File: src/rtl/vx_mem_tag_remap.sv
// Memory tag remapper: forwards core requests with a compact slot tag on reads and
// restores the original wide tag on responses through a one-entry response register.
module vx_mem_tag_remap #(
  parameter int DATA_SIZE       = 4,
  parameter int ADDR_WIDTH      = 30,
  parameter int FLAGS_WIDTH     = 1,
  parameter int IN_TAG_WIDTH    = 8,
  parameter int NUM_OUTSTANDING = 4,
  parameter int OUT_TAG_WIDTH   = $clog2(NUM_OUTSTANDING)
) (
  input  logic                          clk,
  input  logic                          reset,
  input  logic                          core_req_valid,
  input  logic                          core_req_rw,
  input  logic [ADDR_WIDTH-1:0]         core_req_addr,
  input  logic [DATA_SIZE*8-1:0]        core_req_data,
  input  logic [DATA_SIZE-1:0]          core_req_byteen,
  input  logic [FLAGS_WIDTH-1:0]        core_req_flags,
  input  logic [IN_TAG_WIDTH-1:0]       core_req_tag,
  output logic                          core_req_ready,
  output logic                          core_rsp_valid,
  output logic [DATA_SIZE*8-1:0]        core_rsp_data,
  output logic [IN_TAG_WIDTH-1:0]       core_rsp_tag,
  input  logic                          core_rsp_ready,
  output logic                          mem_req_valid,
  output logic                          mem_req_rw,
  output logic [ADDR_WIDTH-1:0]         mem_req_addr,
  output logic [DATA_SIZE*8-1:0]        mem_req_data,
  output logic [DATA_SIZE-1:0]          mem_req_byteen,
  output logic [FLAGS_WIDTH-1:0]        mem_req_flags,
  output logic [OUT_TAG_WIDTH-1:0]      mem_req_tag,
  input  logic                          mem_req_ready,
  input  logic                          mem_rsp_valid,
  input  logic [DATA_SIZE*8-1:0]        mem_rsp_data,
  input  logic [OUT_TAG_WIDTH-1:0]      mem_rsp_tag,
  output logic                          mem_rsp_ready,
  output logic [OUT_TAG_WIDTH:0]        pending_count,
  output logic                          tag_err
);

  localparam int CNT_W = OUT_TAG_WIDTH + 1;

  logic [NUM_OUTSTANDING-1:0] valid_q, valid_d;
  logic [IN_TAG_WIDTH-1:0]    tag_table_q [NUM_OUTSTANDING];
  logic [IN_TAG_WIDTH-1:0]    tag_table_d [NUM_OUTSTANDING];
  logic                       rsp_valid_q, rsp_valid_d;
  logic [DATA_SIZE*8-1:0]     rsp_data_q, rsp_data_d;
  logic [IN_TAG_WIDTH-1:0]    rsp_tag_q, rsp_tag_d;
  logic                       tag_err_q, tag_err_d;

  logic                       full;
  logic                       slot_gate;
  logic [OUT_TAG_WIDTH-1:0]   alloc_slot;
  logic                       rd_fire;
  logic                       mem_rsp_fire;
  logic [CNT_W-1:0]           pending;

  assign full = &valid_q;

  // Lowest free slot from the registered bitmap, so a same-cycle free is not reused
  always_comb begin
    alloc_slot = '0;
    for (int i = NUM_OUTSTANDING - 1; i >= 0; i--) begin
      if (!valid_q[i]) alloc_slot = i[OUT_TAG_WIDTH-1:0];
    end
  end

  always_comb begin
    pending = '0;
    for (int i = 0; i < NUM_OUTSTANDING; i++) begin
      pending = pending + CNT_W'(valid_q[i]);
    end
  end

  // Writes never consume a slot, so only reads are throttled by the table
  assign slot_gate      = core_req_rw || !full;
  assign mem_req_valid  = core_req_valid && slot_gate;
  assign core_req_ready = mem_req_ready && slot_gate;
  assign mem_req_rw     = core_req_rw;
  assign mem_req_addr   = core_req_addr;
  assign mem_req_data   = core_req_data;
  assign mem_req_byteen = core_req_byteen;
  assign mem_req_flags  = core_req_flags;
  assign mem_req_tag    = core_req_rw ? '0 : alloc_slot;

  assign rd_fire       = core_req_valid && core_req_ready && !core_req_rw;
  assign mem_rsp_ready = !rsp_valid_q || core_rsp_ready;
  assign mem_rsp_fire  = mem_rsp_valid && mem_rsp_ready;

  always_comb begin
    valid_d     = valid_q;
    tag_table_d = tag_table_q;
    rsp_valid_d = rsp_valid_q;
    rsp_data_d  = rsp_data_q;
    rsp_tag_d   = rsp_tag_q;
    tag_err_d   = tag_err_q;
    // Free before allocate: a bogus response aimed at the slot being allocated must not cancel it
    if (mem_rsp_fire) begin
      valid_d[mem_rsp_tag] = 1'b0;
      rsp_valid_d          = 1'b1;
      rsp_data_d           = mem_rsp_data;
      rsp_tag_d            = tag_table_q[mem_rsp_tag];
      if (!valid_q[mem_rsp_tag]) tag_err_d = 1'b1;
    end else if (core_rsp_ready) begin
      rsp_valid_d = 1'b0;
    end
    if (rd_fire) begin
      valid_d[alloc_slot]     = 1'b1;
      tag_table_d[alloc_slot] = core_req_tag;
    end
  end

  always_ff @(posedge clk or posedge reset) begin
    if (reset) begin
      valid_q     <= '0;
      rsp_valid_q <= 1'b0;
      tag_err_q   <= 1'b0;
    end else begin
      valid_q     <= valid_d;
      rsp_valid_q <= rsp_valid_d;
      tag_err_q   <= tag_err_d;
    end
  end

  always_ff @(posedge clk) begin
    tag_table_q <= tag_table_d;
    rsp_data_q  <= rsp_data_d;
    rsp_tag_q   <= rsp_tag_d;
  end

  assign core_rsp_valid = rsp_valid_q;
  assign core_rsp_data  = rsp_data_q;
  assign core_rsp_tag   = rsp_tag_q;
  assign pending_count  = pending;
  assign tag_err        = tag_err_q;

endmodule

File: config.mk
export PLATFORM = sky130hd
export DESIGN_NAME = vx_mem_tag_remap
export DESIGN_NICKNAME = d
export VERILOG_FILES = /design/src/rtl/vx_mem_tag_remap.sv
export SDC_FILE = /design/constraint.sdc
export NUM_CORES = 1
export LEC_CHECK = 0
export BUFFER_PORTS_ARGS = -buffer_cell sky130_fd_sc_hd__buf_2
export CAP_MARGIN = 20
export CORE_ASPECT_RATIO = 0.6
export CORE_MARGIN = 4
export CORE_UTILIZATION = 37
export DETAILED_ROUTE_END_ITERATION = 6
export GPL_ROUTABILITY_DRIVEN = 0
export HOLD_SLACK_MARGIN = 0.06
export PLACE_DENSITY = 0.76
export SLEW_MARGIN = 20
export SYNTH_ARGS = -nofsm -noshare
export SYNTH_HDL_FRONTEND = slang
export SYNTH_SLANG_ARGS = --single-unit
File: constraint.sdc
create_clock -name clk -period 1.9 [get_ports clk]
set_input_delay 0.095 -clock clk [delete_from_list [all_inputs] [get_ports clk]]
set_output_delay 0.095 -clock clk [all_outputs]
set_load 0.02 [all_outputs]
# After elaboration in Yosys (flattened, before gate mapping)
# Cells that the tools add are included.
# word_totals
register_bits,78
input_bits,116
output_inout_bits,118
elab_cells,62
# classes
add_sub_neg,3
n_lt_le_gt_ge,7
muxes,21
bitwise,6
reduce_logical,16
# ops
operator,n
bitwise mux 32 bit,1
two-way mux 8 bit,3
binary-select mux 8 bit (select 2 bit),1
demux 8 bit (select 2 bit),1
two-way mux 2 bit,5
logical AND 1 bit,8
two-way mux 4 bit,2
>= comparator 3 bit (second input constant),2
< comparator 2 x 3 -> 1 bit (second input constant),2
inverter 2 -> 3 bit,2
two-way mux 1 bit,5
AND 4 bit,1
demux 1 bit (select 2 bit),2
>= comparator 2 x 1 -> 1 bit (second input constant),2
inverter 4 bit,1
bitwise OR 4 bit,1
AND reduction 4 bit,1
adder 2 x 1 -> 3 bit,1
adder 3 x 1 -> 3 bit,1
zero test 1 bit,3
< comparator 3 x 1 -> 1 bit (second input constant),1
adder 1 x 1 -> 2 bit,1
binary-select mux 1 bit (select 2 bit),1
logical OR 1 bit,2
other kinds (3),3

# Longest topological paths before layout
# depth
depth_word,10
mapped_depth,5
ltp_nobuf,5

# Worst setup path after synthesis
# Ideal clock, no wire load.
# synth_timing
path_type,reg-to-reg
from,register rsp_valid_q (netlist: core_rsp_valid)
to,register rsp_data_q[0] (netlist: core_rsp_data[0]) (enable)
setup_ns,0.394
arrival_time_ns,1.653
t_required_ns,1.506
setup_slack_ns,-0.148
path_stages_with_launch,4
path_buffers,0
period_less_slack_ns,2.048
cell_sequence,dfrtp_1 -> nand2b_1 -> nand2_1 -> inv_1
# synth_between
elab_chain_cells,3
# synth_lines
element,line,rtl
start: declaration,46,"logic rsp_valid_q, rsp_valid_d;"
start signal: assignment,120,rsp_valid_q <= rsp_valid_d;
zero test 1 bit,87,assign mem_rsp_ready = !rsp_valid_q || core_rsp_ready;
logical OR 1 bit,87,
net mem_rsp_ready,36,"output logic mem_rsp_ready,"
logical AND 1 bit,88,assign mem_rsp_fire = mem_rsp_valid && mem_rsp_ready;
net mem_rsp_fire,55,logic mem_rsp_fire;
end signal: assignment,127,rsp_data_q <= rsp_data_d;
end: declaration,47,"logic [DATA_SIZE*8-1:0] rsp_data_q, rsp_data_d;"
# The timed path passes the listed nets, and every way through them passes these cells.
# A chain may end at the register's enable or synchronous reset.

# Final worst setup path
# layout_timing
from,register valid_q[3]
to,output port pending_count[1]
# layout_between
elab_chain_cells,1
# layout_lines
element,line,rtl
start: declaration,43,"logic [NUM_OUTSTANDING-1:0] valid_q, valid_d;"
start signal: assignment,119,valid_q <= valid_d;
adder 3 x 1 -> 3 bit,71,pending = pending + CNT_W'(valid_q[i]);
end: declaration,37,"output logic [OUT_TAG_WIDTH:0] pending_count,"
# No other way between the ends.

==> impl_metrics.ini <==
[critical_path]
max_stage_delay_ns = 0.54
cp_max_fo = 3
start_kind = register
crit_slowest_cell = fa_1
crit_chain = inv_2 -> fa_1 -> inv_2 -> ha_4 -> ha_4 -> buf_6
cp-end-kind = primary output
critical_path_class = reg -> out
cp.arrival_ns = 1.87
required_ns = 1.80
critPathLaunch = valid_q[3]
r2r-start = valid_q[1]

[grt]
overflow = 0
grt_pass1_wl_mm = 10.6
grt_usage_pct = 13.9
grt_pass1_vias = 1977
grt_antenna_before_repair = 0
grt_max_degree = 41

[synth]
synthFlopType = edfxtp_1
synth_cell_type_count = 26
yosysWarnings = 0
syn-cell-area_um2 = 3330
async_flop_share_pct = 7.69
postSynthCellCount = 196
ys_seq_elements = 78
synth_edf_count = 72
synth_nets = 316
synth-seq-area-share_pct = 69.4
syn-mean-instance-area_um2 = 17.0

[drt]
routed_wl_mm = 7.39
drc = 0
initialDrtViolationCount = 96
viasPerCell = 4.73
ant_nets = 0
wl_per_cell_um = 18.2
drt_pass1_iterations = 4
dr_total_vias = 1916

[clock_network]
cts.sinks = 78
clk_latency_ns = 0.33
path_clk_slew_ns = 0.05
cts_tree = built
cts-root-buf = clkbuf_16
ctsLongestPathBuffers = 2
numCtsBuffers = 9
htreeDepth = 3

[place]
dp.cells = 343
postPlaceCellArea_um2 = 3510
hpwlAfterDp_mm = 4.72
io_buffers = 99

[timing]
max_freq_mhz = 508
fin_ws_ns = -0.0695
hold_viol = 0
final-setup-viol-count = 1
drv_slew = 0
min_period_ns = 1.97
slew_headroom_pct = 72.8
rsz0062_at_grt = true
finalCritPeriodShare_pct = 104
worst_slew_pin_slew_ns = 0.408
fin_skew_ns = 0.00622
hold_slack_ns = 0.190

[die]
start_util_pct = 38.6
die_w_um = 130
num_io_pins = 234
die-area_um2 = 10600
num_rows = 26
design.core.area_um2 = 8620
die_h_um = 81.5

[cells_and_area]
syn_to_final_growth_pct = 31.3
finalNetCount = 408
final_core_util_pct = 50.7
fin_area_um2 = 4370
drive_above_1_share_pct = 50.2
n_antenna_cell = 0
final_cells = 405
fillers = 687

[power]
p_leak_nw = 1.72
power_density_nw_per_um2 = 1180
vdd_drop_max_mv = 0.530
power_mw = 5.16

[min_path]
hold_path.class = in -> out
hp-start = core_req_addr[12]

[status]
outcome = finished, violations left
violations = negative setup slack

[job]
drv_cap = 0
==> final timing paths <==
check | endpoint | slack (ns) | cells past startpoint
max | pending_count[1] | -0.07 | 6
min | mem_req_addr[12] | 0.19 | 0
max reg2reg | tag_table_q[19] | 0.08 | 6
min reg2reg | tag_err | 0.49 | 1
max in group asynchronous | valid_q[3] | 1.45 | 3
min in group asynchronous | tag_err | 0.23 | 3
==> cell usage in the layout, fill, tap and decap left out, types with 2 or more instances in the layout <==
| master | instances |
|---|---|
| dlygate4sd3_1 | 42 |
| buf_2 | 96 |
| mux4_2 | 9 |
| o21bai_1 | 2 |
| clkbuf_1 | 2 |
| inv_2 | 4 |
| buf_6 | 3 |
| inv_1 | 2 |
| nand3_1 | 2 |
| a211oi_1 | 3 |
| buf_4 | 9 |
| clkbuf_16 | 9 |
| bufinv_16 | 4 |
| ha_4 | 2 |
| dfrtp_1 | 5 |
| edfxtp_1 | 72 |
| o21a_1 | 2 |
| a21o_1 | 2 |
| nand2b_1 | 3 |
| nand2_1 | 3 |
==> critical path: cells and delay by family (launching register included) <==
family / cells / cell delay, ns
fa+ha+maj: 3 / 0.95
flops: 1 / 0.39
buf+inv: 3 / 0.21
==> final cells by class <==
| type | count | area [um2] | area share (%) |
|---|---|---|---|
| clock buffers | 12 | 246 | 5.64 |
| clock inverters | 4 | 120 | 2.75 |
| well taps | 112 | 140 | 3.21 |
| repair buffers | 151 | 1020 | 23.4 |
| inverters | 7 | 30.0 | 0.687 |
| flip-flops and latches | 78 | 2310 | 52.9 |
| multi-input cells | 41 | 498 | 11.4 |
==> power breakdown <==
group / total [mW] / leakage [nW] / internal (mW) / switching (mW)
sequential: 2.08 / 0.738 / 2.00 / 0.0746
clock: 2.09 / 0.177 / 1.45 / 0.633
combinational: 0.993 / 0.807 / 0.466 / 0.528
total: 5.16 / 1.72 / 3.92 / 1.24
==> cells by family (layout without fill, tap and decap cells) <==
family,after synthesis,after routing,synth area share [%]
buf+inv,77,174,16.5
flops,78,78,69.4
compound gates,10,10,2.29
fa+ha+maj,4,4,1.73
simple gates,18,18,3.95
mux,9,9,6.09
==> through the flow <==
stage               TNS [ns]  setup slack [ns]
finish               -0.0695           -0.0695
detailed placement         0            0.0730
CTS                  -0.0549           -0.0549
floorplan            -0.0234          -0.00292
global route          -0.180            -0.136
global placement           0             0.146
==> synth_stat cells (2+ instances only) <==
cell | n | area, um2
inv_1 | 7 | 26.3
o21a_1 | 2 | 15.0
mux4_2 | 9 | 203
nand2_1 | 3 | 11.3
nand2b_1 | 3 | 18.8
nand3_1 | 2 | 10.0
buf_4 | 69 | 518
o21bai_1 | 2 | 15.0
a21o_1 | 2 | 15.0
dfrtp_1 | 6 | 150
edfxtp_1 | 72 | 2160
a211oi_1 | 3 | 22.5
ha_1 | 3 | 37.5
==> state kept, by name, summed over array words and instances (netlist names) <==
register and count:
core_rsp_data 32, tag_table_q 32, core_rsp_tag 8, valid_q 4, core_rsp_valid 1, tag_err 1
==> metal layers <==
| layer | up-vias | part of all wire, % | track usage [%] | wire length (um) |
|---|---|---|---|---|
| li1 | 837 | - | - | - |
| met1 | 941 | 40 | 15.5 | 2950 |
| met4 | 0 | 1.2 | 5.24 | 85 |
| met5 | - | 0 | 0 | 0 |
| met3 | 14 | 13 | 8.32 | 961 |
| met2 | 124 | 46 | 22.0 | 3400 |
==> what timing repair did <==
action / in CTS / in global routing
gates resized for setup: 9 / 6
gates cloned: 0 / 0
endpoints found under the hold margin: 71 / 0
setup buffers: 4 / 0
endpoints found under the setup margin: 3 / 11
hold buffers: 42 / 0
pin swaps: 1 / 1
Power figures use the tool's default switching activity.
